$ cat config.mk
export PLATFORM = sky130hd
export DESIGN_NAME = control_filtro_mac
export DESIGN_NICKNAME = d
export VERILOG_FILES = /design/src/rtl/control_filtro_mac_pkg.sv /design/src/rtl/control_filtro_mac_sat_redondeo.sv /design/src/rtl/control_filtro_mac.sv
export SDC_FILE = /design/constraint.sdc
export NUM_CORES = 1
export LEC_CHECK = 0
export BUFFER_PORTS_ARGS = -buffer_cell sky130_fd_sc_hd__buf_2
export CELL_PAD_IN_SITES_DETAIL_PLACEMENT = 2
export CELL_PAD_IN_SITES_GLOBAL_PLACEMENT = 2
export CORE_UTILIZATION = 42
export CTS_BUF_LIST = sky130_fd_sc_hd__clkbuf_4
export DETAILED_ROUTE_END_ITERATION = 12
export PLACE_DENSITY_LB_ADDON = 0.1
export SYNTH_ARGS = -nofsm -noshare
export SYNTH_HDL_FRONTEND = slang
export SYNTH_SLANG_ARGS = --single-unit
$ cat constraint.sdc
create_clock -name CLK -period 9.3 [get_ports CLK]
set_input_delay 0.465 -clock CLK [delete_from_list [all_inputs] [get_ports CLK]]
set_output_delay 0.465 -clock CLK [all_outputs]
set_load 0.01 [all_outputs]
$ cat src/rtl/control_filtro_mac_pkg.sv
// -----------------------------------------------------------------------------
// control_filtro_mac_pkg
// Shared definitions for the FIR MAC sequencer:
//   - estado_t       : sequencer state encoding (IDLE / MAC / SAT)
//   - *_DEF          : default sample / coefficient widths and fraction bits
//   - SAT_MAX/SAT_MIN: output clamp limits for the default sample width
//   - sat_max_f/sat_min_f : clamp limits for any signed width
// -----------------------------------------------------------------------------
package control_filtro_mac_pkg;

  typedef enum logic [1:0] {
    ST_IDLE = 2'd0,
    ST_MAC  = 2'd1,
    ST_SAT  = 2'd2
  } estado_t;

  localparam int DATA_W_DEF    = 12;
  localparam int COEF_W_DEF    = 16;
  localparam int COEF_FRAC_DEF = 15;

  function automatic longint sat_max_f(input int w);
    return (longint'(1) << (w - 1)) - 1;
  endfunction

  function automatic longint sat_min_f(input int w);
    return -(longint'(1) << (w - 1));
  endfunction

  localparam longint SAT_MAX = sat_max_f(DATA_W_DEF);
  localparam longint SAT_MIN = sat_min_f(DATA_W_DEF);

endpackage

$ cat src/rtl/control_filtro_mac_sat_redondeo.sv
// -----------------------------------------------------------------------------
// sat_redondeo
// Combinational output stage of the FIR: rounds the accumulator half-up,
// drops the coefficient fraction bits with an arithmetic shift and clamps the
// result to the signed DATA_W range.
// Ports:
//   acc_i   in  ACC_W   signed accumulator value
//   dato_o  out DATA_W  signed rounded and saturated sample
// -----------------------------------------------------------------------------
module sat_redondeo
  import control_filtro_mac_pkg::*;
#(
  parameter int ACC_W     = DATA_W_DEF + COEF_W_DEF + 5,
  parameter int DATA_W    = DATA_W_DEF,
  parameter int COEF_FRAC = COEF_FRAC_DEF
) (
  input  logic signed [ACC_W-1:0]  acc_i,
  output logic signed [DATA_W-1:0] dato_o
);

  // One guard bit so that adding the half-LSB can never wrap.
  localparam int SUM_W = ACC_W + 1;

  localparam logic signed [SUM_W-1:0] HALF    = SUM_W'(longint'(1) << (COEF_FRAC - 1));
  localparam logic signed [SUM_W-1:0] LIM_MAX = SUM_W'(sat_max_f(DATA_W));
  localparam logic signed [SUM_W-1:0] LIM_MIN = SUM_W'(sat_min_f(DATA_W));

  logic signed [SUM_W-1:0] suma;
  logic signed [SUM_W-1:0] desplazado;

  assign suma       = SUM_W'(acc_i) + HALF;
  assign desplazado = suma >>> COEF_FRAC;

  always_comb begin
    dato_o = desplazado[DATA_W-1:0];
    if (desplazado > LIM_MAX) begin
      dato_o = LIM_MAX[DATA_W-1:0];
    end else if (desplazado < LIM_MIN) begin
      dato_o = LIM_MIN[DATA_W-1:0];
    end
  end

endmodule

$ cat src/rtl/control_filtro_mac.sv
// -----------------------------------------------------------------------------
// control_filtro_mac
// Sequencer for a time-shared FIR filter. On every sample tick it shifts the
// new sample into the delay line, walks the coefficient ROM one tap per cycle
// through a single signed MAC, then rounds/saturates and strobes the result.
//
//   state | meaning
//   ------+------------------------------------------------------------
//   IDLE  | waiting for Enable; coef_addr parked at 0
//   MAC   | one tap per cycle, acc += x[k]*coef_data, k = 0..N_TAPS-1
//   SAT   | round/clamp (or bypass x[0]) into muestra_out, strobe valid
//
// Ports:
//   CLK           in   system clock
//   Reset         in   synchronous active-high reset
//   Enable        in   1-cycle sample tick
//   muestra_in    in   DATA_W signed input sample (valid with Enable)
//   bypass        in   1: output the captured sample instead of the filter
//   coef_addr     out  coefficient ROM address (registered tap index)
//   coef_data     in   COEF_W signed coefficient, async ROM read of coef_addr
//   muestra_out   out  DATA_W signed output sample, held between updates
//   salida_valida out  1-cycle strobe when muestra_out updates
//   ocupado       out  high while in MAC or SAT
//   overrun       out  sticky: a tick arrived while the sequencer was busy
// -----------------------------------------------------------------------------
module control_filtro_mac
  import control_filtro_mac_pkg::*;
#(
  parameter int N_TAPS    = 5,
  parameter int DATA_W    = DATA_W_DEF,
  parameter int COEF_W    = COEF_W_DEF,
  parameter int COEF_FRAC = COEF_FRAC_DEF,
  parameter int ACC_W     = DATA_W + COEF_W + 5
) (
  input  logic                        CLK,
  input  logic                        Reset,
  input  logic                        Enable,
  input  logic signed [DATA_W-1:0]    muestra_in,
  input  logic                        bypass,
  output logic [$clog2(N_TAPS)-1:0]   coef_addr,
  input  logic signed [COEF_W-1:0]    coef_data,
  output logic signed [DATA_W-1:0]    muestra_out,
  output logic                        salida_valida,
  output logic                        ocupado,
  output logic                        overrun
);

  localparam int AW   = $clog2(N_TAPS);
  localparam int PR_W = DATA_W + COEF_W;
  localparam logic [AW-1:0] K_LAST = AW'(N_TAPS - 1);

  estado_t estado_q, estado_d;
  logic [AW-1:0] k_q, k_d;
  logic signed [ACC_W-1:0] acc_q, acc_d;
  logic signed [DATA_W-1:0] x_q [N_TAPS];
  logic signed [DATA_W-1:0] x_d [N_TAPS];
  logic signed [DATA_W-1:0] muestra_out_q, muestra_out_d;
  logic valida_q, valida_d;
  logic overrun_q, overrun_d;

  logic signed [PR_W-1:0]   producto;
  logic signed [DATA_W-1:0] sat_out;

  // Full-precision signed product; both operands are signed so the multiply
  // is done at PR_W bits with proper sign extension.
  assign producto = x_q[k_q] * coef_data;

  sat_redondeo #(
    .ACC_W     (ACC_W),
    .DATA_W    (DATA_W),
    .COEF_FRAC (COEF_FRAC)
  ) u_sat (
    .acc_i  (acc_q),
    .dato_o (sat_out)
  );

  always_comb begin
    estado_d      = estado_q;
    k_d           = k_q;
    acc_d         = acc_q;
    x_d           = x_q;
    muestra_out_d = muestra_out_q;
    valida_d      = 1'b0;
    overrun_d     = overrun_q;

    unique case (estado_q)
      ST_IDLE: begin
        if (Enable) begin
          x_d[0] = muestra_in;
          for (int i = 1; i < N_TAPS; i++) begin
            x_d[i] = x_q[i-1];
          end
          acc_d    = '0;
          k_d      = '0;
          estado_d = ST_MAC;
        end
      end
      ST_MAC: begin
        acc_d = acc_q + ACC_W'(producto);
        if (k_q == K_LAST) begin
          k_d      = '0;
          estado_d = ST_SAT;
        end else begin
          k_d = k_q + AW'(1);
        end
      end
      ST_SAT: begin
        muestra_out_d = bypass ? x_q[0] : sat_out;
        valida_d      = 1'b1;
        estado_d      = ST_IDLE;
      end
      default: begin
        estado_d = ST_IDLE;
        k_d      = '0;
      end
    endcase

    // A tick while busy (including the SAT->IDLE cycle) is dropped and flagged.
    if (Enable && (estado_q != ST_IDLE)) begin
      overrun_d = 1'b1;
    end
  end

  always_ff @(posedge CLK) begin
    if (Reset) begin
      estado_q      <= ST_IDLE;
      k_q           <= '0;
      acc_q         <= '0;
      muestra_out_q <= '0;
      valida_q      <= 1'b0;
      overrun_q     <= 1'b0;
      for (int i = 0; i < N_TAPS; i++) begin
        x_q[i] <= '0;
      end
    end else begin
      estado_q      <= estado_d;
      k_q           <= k_d;
      acc_q         <= acc_d;
      muestra_out_q <= muestra_out_d;
      valida_q      <= valida_d;
      overrun_q     <= overrun_d;
      x_q           <= x_d;
    end
  end

  assign coef_addr     = k_q;
  assign muestra_out   = muestra_out_q;
  assign salida_valida = valida_q;
  assign ocupado       = (estado_q != ST_IDLE);
  assign overrun       = overrun_q;

endmodule

Word level (Yosys, flattened, before mapping)
Index checks and enable logic that the tools add are counted.
{"block": "totals", "out_inout_bits": 18, "ramBits": 0, "elab_cells": 48, "romBits": 0, "register_bits": 112, "n_memories": 0, "inputBits": 32, "latch_bits": 0}
{"block": "op_classes", "shift": 0, "n_addsub": 3, "n_eq_ne": 5, "n_lt_le_gt_ge": 3, "n_reduce_logical": 8, "muxes": 15, "div_mod_pow": 0, "mul": 1, "n_bitwise": 2}
{"op": "33-bit case mux with 2 select lines", "n": 1}
{"op": "12-bit 2-to-1 mux", "n": 5}
{"op": "12-bit binary-select mux with 3-bit select", "n": 1}
{"op": "33-bit by 16-bit adder with 34-bit output, second input constant", "n": 1}
{"op": "33-bit by 28-bit adder with 33-bit output", "n": 1}
{"op": "33-bit 2-to-1 mux", "n": 1}
{"op": "12-bit by 16-bit multiplier with 28-bit output", "n": 1}
{"op": "19-bit by 12-bit > comparator with 1-bit output, second input constant", "n": 1}
{"op": "19-bit by 12-bit < comparator with 1-bit output, second input constant", "n": 1}
{"op": "3-bit case mux with 3 select lines", "n": 1}
{"op": "2-bit AND reduction", "n": 4}
{"op": "3-bit 2-to-1 mux", "n": 2}
{"op": "4-bit >= comparator, second input constant", "n": 1}
{"op": "2-bit 2-to-1 mux", "n": 2}
{"op": "2-bit != test, second input constant", "n": 2}
{"op": "3-bit NOT with 4-bit output", "n": 1}
{"op": "2-bit case mux with 2 select lines", "n": 1}
{"op": "2-bit nonzero test", "n": 2}
{"op": "3-bit by 1-bit adder with 3-bit output, second input constant", "n": 1}
{"op": "3-bit equality test, second input constant", "n": 1}
{"op": "2-bit by 1-bit equality test with 1-bit output, second input constant", "n": 1}
{"op": "2-bit equality test, second input constant", "n": 1}
{"op": "2-bit logical NOT", "n": 1}
{"op": "1-bit logical AND", "n": 1}
{"op": "2 further kinds", "n": 2}

Logic depth before layout (Yosys ltp)
{"block": "logic_depth", "ltp_word": 7, "ltp_mapped": 27, "ltp_nobuf": 25}

By module
From an unflattened synthesis, not the netlist that was laid out.
{"block": "hier_totals", "hier_cells": 1473, "hier_area_um2": 13467.9}
{"module": "control_filtro_mac", "instances": 1, "cells_per_inst": 1398, "seq_area_each_um2": 2242.2, "area_per_inst_um2": 12894.9}
{"module": "sat_redondeo", "instances": 1, "cells_per_inst": 75, "seq_area_each_um2": 0.0, "area_per_inst_um2": 573.0}

Worst setup path after synthesis
No wires, ideal clock.
{"block": "synth_timing", "path_type": "reg-to-reg", "start": "register k_q[0] (netlist: coef_addr[0])", "end": "register acc_q[31]", "slack_ps": 2073, "synth_period_minus_slack_ps": 7227, "t_arrival_ps": 7110, "setup_ps": 117, "path_stages_with_launch": 23, "path_buffers": 4, "required_ps": 9183, "path_cell_list": "dfxtp_1 -> buf_2 -> buf_2 -> nor3_1 -> clkbuf_1 -> a22oi_1 -> clkbuf_1 -> nand2b_1 -> fa_1 -> inv_1 -> fa_1 -> fa_1 -> fa_1 -> fa_1 -> ha_1 -> ha_1 -> and3_1 -> and2_1 -> and4_1 -> a2111oi_2 -> nor3_1 -> or3_1 -> a32o_1"}
{"block": "synth_via", "elab_chain_cells": 7}
{"item": "from (decl)", "line_no": "control_filtro_mac.sv:53", "source": "logic [AW-1:0] k_q, k_d;"}
{"item": "from (signal assigned)", "line_no": "control_filtro_mac.sv:137", "source": "k_q <= k_d;"}
{"item": "3-bit NOT with 4-bit output (not written as such)", "line_no": "control_filtro_mac.sv:66", "source": "assign producto = x_q[k_q] * coef_data;"}
{"item": "12-bit binary-select mux with 3-bit select", "line_no": "control_filtro_mac.sv:66"}
{"item": "12-bit 2-to-1 mux (not written as such) (2 in series)", "line_no": "control_filtro_mac.sv:66"}
{"item": "12-bit by 16-bit multiplier with 28-bit output", "line_no": "control_filtro_mac.sv:66"}
{"item": "33-bit by 28-bit adder with 33-bit output", "line_no": "control_filtro_mac.sv:99", "source": "acc_d = acc_q + ACC_W'(producto);"}
{"item": "33-bit case mux with 2 select lines", "line_no": "control_filtro_mac.sv:86", "source": "unique case (estado_q)"}
{"item": "to (signal assigned)", "line_no": "control_filtro_mac.sv:128", "source": "acc_q <= '0;"}
{"item": "to (signal assigned)", "line_no": "control_filtro_mac.sv:138", "source": "acc_q <= acc_d;"}
{"item": "to (decl)", "line_no": "control_filtro_mac.sv:54", "source": "logic signed [ACC_W-1:0] acc_q, acc_d;"}
Every way passes these cells. The select of a mux whose other input is x is not followed.
A chain may end at the register's enable or synchronous reset.

Worst setup path in the final report
{"block": "layout_timing", "start": "register k_q[0] (netlist: coef_addr[0])", "end": "register acc_q[32]"}
Same word-level chain as after synthesis.

==> flow_summary.json <==
{
  "period_minus_slack_ns": 8.086,
  "gp_congestion": 0.7993,
  "design_area_sq_um": 14020,
  "cp_common_cell": "fa_1",
  "synth_cell_types": 56,
  "rsz0062_at_grt": "no",
  "io-pin-count": 50,
  "arrival_ns": 8.54,
  "finClkSkew_ns": 0.02628,
  "max_slew_margin_pct": 21.82,
  "design.die.area_sq_um": 32460,
  "dp_slack_ns": 1.300,
  "slowest_stage": "inv_1",
  "area_growth_pct": 5.143,
  "avgViaCountPerCell": 5.425,
  "timing.final.ws_setup_ns": 1.214,
  "routedWlPerCell_microns": 21.47,
  "whs_path_depth": 3,
  "ys_ff_latch": 112,
  "required_ns": 9.76,
  "yosys_warnings": 0,
  "ff_latch_area_sq_um": 2242,
  "tightestPinTransition_ns": 1.173,
  "post-route-drc-count": 0,
  "num_vias": 10230,
  "antenna_found_initial": 1,
  "grt.total_usage_pct": 26.32,
  "gr-total-overflow": 0,
  "io_buffers": 49,
  "dieWidth_microns": 180.2,
  "crit_path_max_incr_delay_ns": 0.61,
  "core-area_sq_um": 30910,
  "postSynthAreaPerCell_sq_um": 8.995,
  "powerDensity_nw_per_um2": 206.9,
  "start_kind": "flop",
  "timing.rr.end": "acc_q[32]",
  "synth_top_area_share_pct": 34.09,
  "end_kind": "flop",
  "hold_viol_final": 0,
  "synth-edff-count": 0,
  "first_global_vias": 12050,
  "grt_max_degree": 61,
  "initial_core_util_pct": 43.13,
  "placed_area_sq_um": 13890,
  "multi_input_area_sq_um": 9998,
  "setup_viol": 0,
  "synth.net_count": 1829,
  "synthCells": 1482,
  "totalWireLength_mm": 40.50,
  "fillerInstances": 3443,
  "synthFlopType": "dfxtp_1",
  "grt_first_pass_wirelength_mm": 66.56,
  "cts_hold_buffers": 0,
  "synth.cell_area_sq_um": 13330,
  "setup_tns_ns": 0,
  "hold-path-endpoint": "x_q[55]",
  "ant_nets": 0,
  "r2r_slack_ns": 1.21,
  "maxSlewViolCount": 0,
  "r2r.worst_path.cells": 21,
  "nNetsFinal": 1830,
  "drt_pass1_iterations": 4,
  "status": "complete, no violations",
  "critPathKind": "flop to flop",
  "clock.fmax_ghz": 0.1237,
  "yosys-top-cells-area": "fa_1 34%, dfxtp_1 17%, ha_1 8.3%, nand2_1 7.1%, inv_1 6.1%",
  "ys_seq_area_share_pct": 16.82,
  "crit_buf_inv": 3,
  "post_cts.repair.setup_buffers": 0,
  "drt_iter0_markers": 301,
  "cts-htree-levels": 3,
  "clock-sinks": 112,
  "post_route_cells_drive_above_1_share_pct": 7.661,
  "path_max_fanout": 16,
  "period_share_pct": 86.95,
  "hpwl_mm": 33.09,
  "hold_start": "muestra_in[7]",
  "fp-row-count": 64,
  "ir_drop_v": 0.0001394,
  "p_leak_nw": 6.472,
  "clk_latency_ns": 0.51,
  "path_cells": "buf_4 -> mux4_2 -> a22oi_1 -> buf_4 -> nand2b_1 -> fa_1 -> inv_1 -> fa_1 -> fa_1 -> fa_1 -> fa_1 -> ha_1 -> ha_1 -> o21ai_0 -> o21ai_0 -> a211oi_1 -> nand4bb_1 -> nand3_1 -> a31oi_1 -> or4_1 -> nand3_1",
  "cts_inserted_buffers": 9,
  "cts_root_buf": "clkbuf_4",
  "synth_top_cell_by_area": "fa_1",
  "synth-async-reset-ratio_pct": 0,
  "cts_tree": "done",
  "cts_resized": 0,
  "regToRegStartpoint": "coef_addr[0]",
  "drv_cap": 0,
  "cp_top_family": "adder cells",
  "clk_pin_slew_ns": 0.19,
  "clockBufferDepth": 2,
  "die_h_microns": 180.2,
  "hold_path.class": "input pin to flop"
}
[final cells by class]
cell class              count  area share, %
clock buffers               9         0.4821
flip-flops and latches    112          16.00
well taps                 396          3.535
repair buffers             62          2.446
inverters                 216          5.785
clock inverters             7         0.3839
multi-input cells        1082          71.34
diodes                      2        0.03571
[where the power goes]
group,leakage (nW),switching [W],internal (W)
logic,5.50,0.00121,0.000825
registers,0.908,0.0000970,0.000526
clock network,0.0646,0.000180,0.0000577
total,6.47,0.00149,0.00141
[flip-flops by register name, summed over array words and instances, names as in the netlist]
| name | flops |
|---|---|
| estado_q | 2 |
| coef_addr | 3 |
| x_q | 60 |
| overrun | 1 |
| muestra_out | 12 |
| salida_valida | 1 |
| acc_q | 33 |
[worst min-delay path: cells and delay by family]
kind	cells	cell delay (ns)
and+or+nand+nor	1	0.05
AOI/OAI and AO/OA	1	0.05
buffers and inverters	1	0.10
[worst max path at each step]
stage / endpoint / start / cells past startpoint
final: acc_q[32] / coef_addr[0] / 21
after global routing: acc_q[32] / coef_addr[0] / 21
after CTS: acc_q[32] / coef_addr[0] / 21
after detailed placement: acc_q[32] / coef_addr[0] / 21
after global placement: acc_q[31] / coef_addr[0] / 21
after floorplan: acc_q[31] / coef_addr[0] / 22
[Yosys cell counts (3+ instances only)]
master      n
nor3_1     13
and2_1     14
a22o_1      8
fa_1      227
buf_2       3
ha_1       88
a31oi_1     6
or3_1       4
o211ai_1    5
a22oi_1    24
mux2i_1     4
inv_1     216
o21ai_1     5
xor2_1      9
mux4_2     12
a21oi_2    10
xnor2_1    31
nand2_1   251
o21ai_0    32
dfxtp_1   112
a21oi_1    93
and4_1      3
nor2_1     59
nor3b_1     6
nand4_1     7
buf_1       3
clkbuf_1   64
a211oi_1    6
a21o_1     22
and3_1      7
nand3_1    18
o21bai_1    3
nor2b_1    66
nand2b_1   23
[placed cells by master (no fill, tap or decap), types with 8 or more instances in the layout]
cell type / synthesis / final
o21ai_0: 32 / 31
a22o_1: 8 / 8
nor3_1: 13 / 13
clkbuf_4: 0 / 9
mux4_2: 12 / 12
a22oi_1: 24 / 24
buf_4: 1 / 13
and2_1: 14 / 13
nand3_1: 18 / 18
nand2_1: 251 / 250
xor2_1: 9 / 9
ha_1: 88 / 88
a21oi_2: 10 / 10
xnor2_1: 31 / 31
dfxtp_1: 112 / 112
nor2_1: 59 / 59
fa_1: 227 / 227
nand2b_1: 23 / 23
nor2b_1: 66 / 65
a21oi_1: 93 / 93
buf_2: 3 / 49
a21o_1: 22 / 22
inv_1: 216 / 216
[stage by stage]
step,total power (W),hold slack [ns],cells,util [%]
2_1_floorplan,0.002080,0.4250,1482,-
3_3_place_gp,0.002536,0.4339,1868,44.94
3_5_place_dp,0.002695,0.4390,1868,44.94
4_1_cts,0.002944,0.1420,1884,45.33
5_1_grt,0.003196,0.1573,1885,45.34
6_report,0.002900,0.1641,1886,45.34
[metal layers]
layer | global-route usage, % | wire, microns
met5 | 0 | 0
met1 | 34.41 | 18010
met2 | 47.04 | 20780
met3 | 2.082 | 969
met4 | 6.735 | 741
[cell families (layout without fill, tap and decap cells)]
group	after synthesis	in the layout	synth area share (%)
compound gates	230	230	10.92
xor+xnor	40	40	2.628
fa+ha+maj	315	315	42.35
buf+inv	288	294	8.222
flops	112	112	16.82
mux	16	16	2.328
other cells	0	2	0
simple gates	481	481	16.74
No activity file was read; power rests on OpenSTA's default activity.
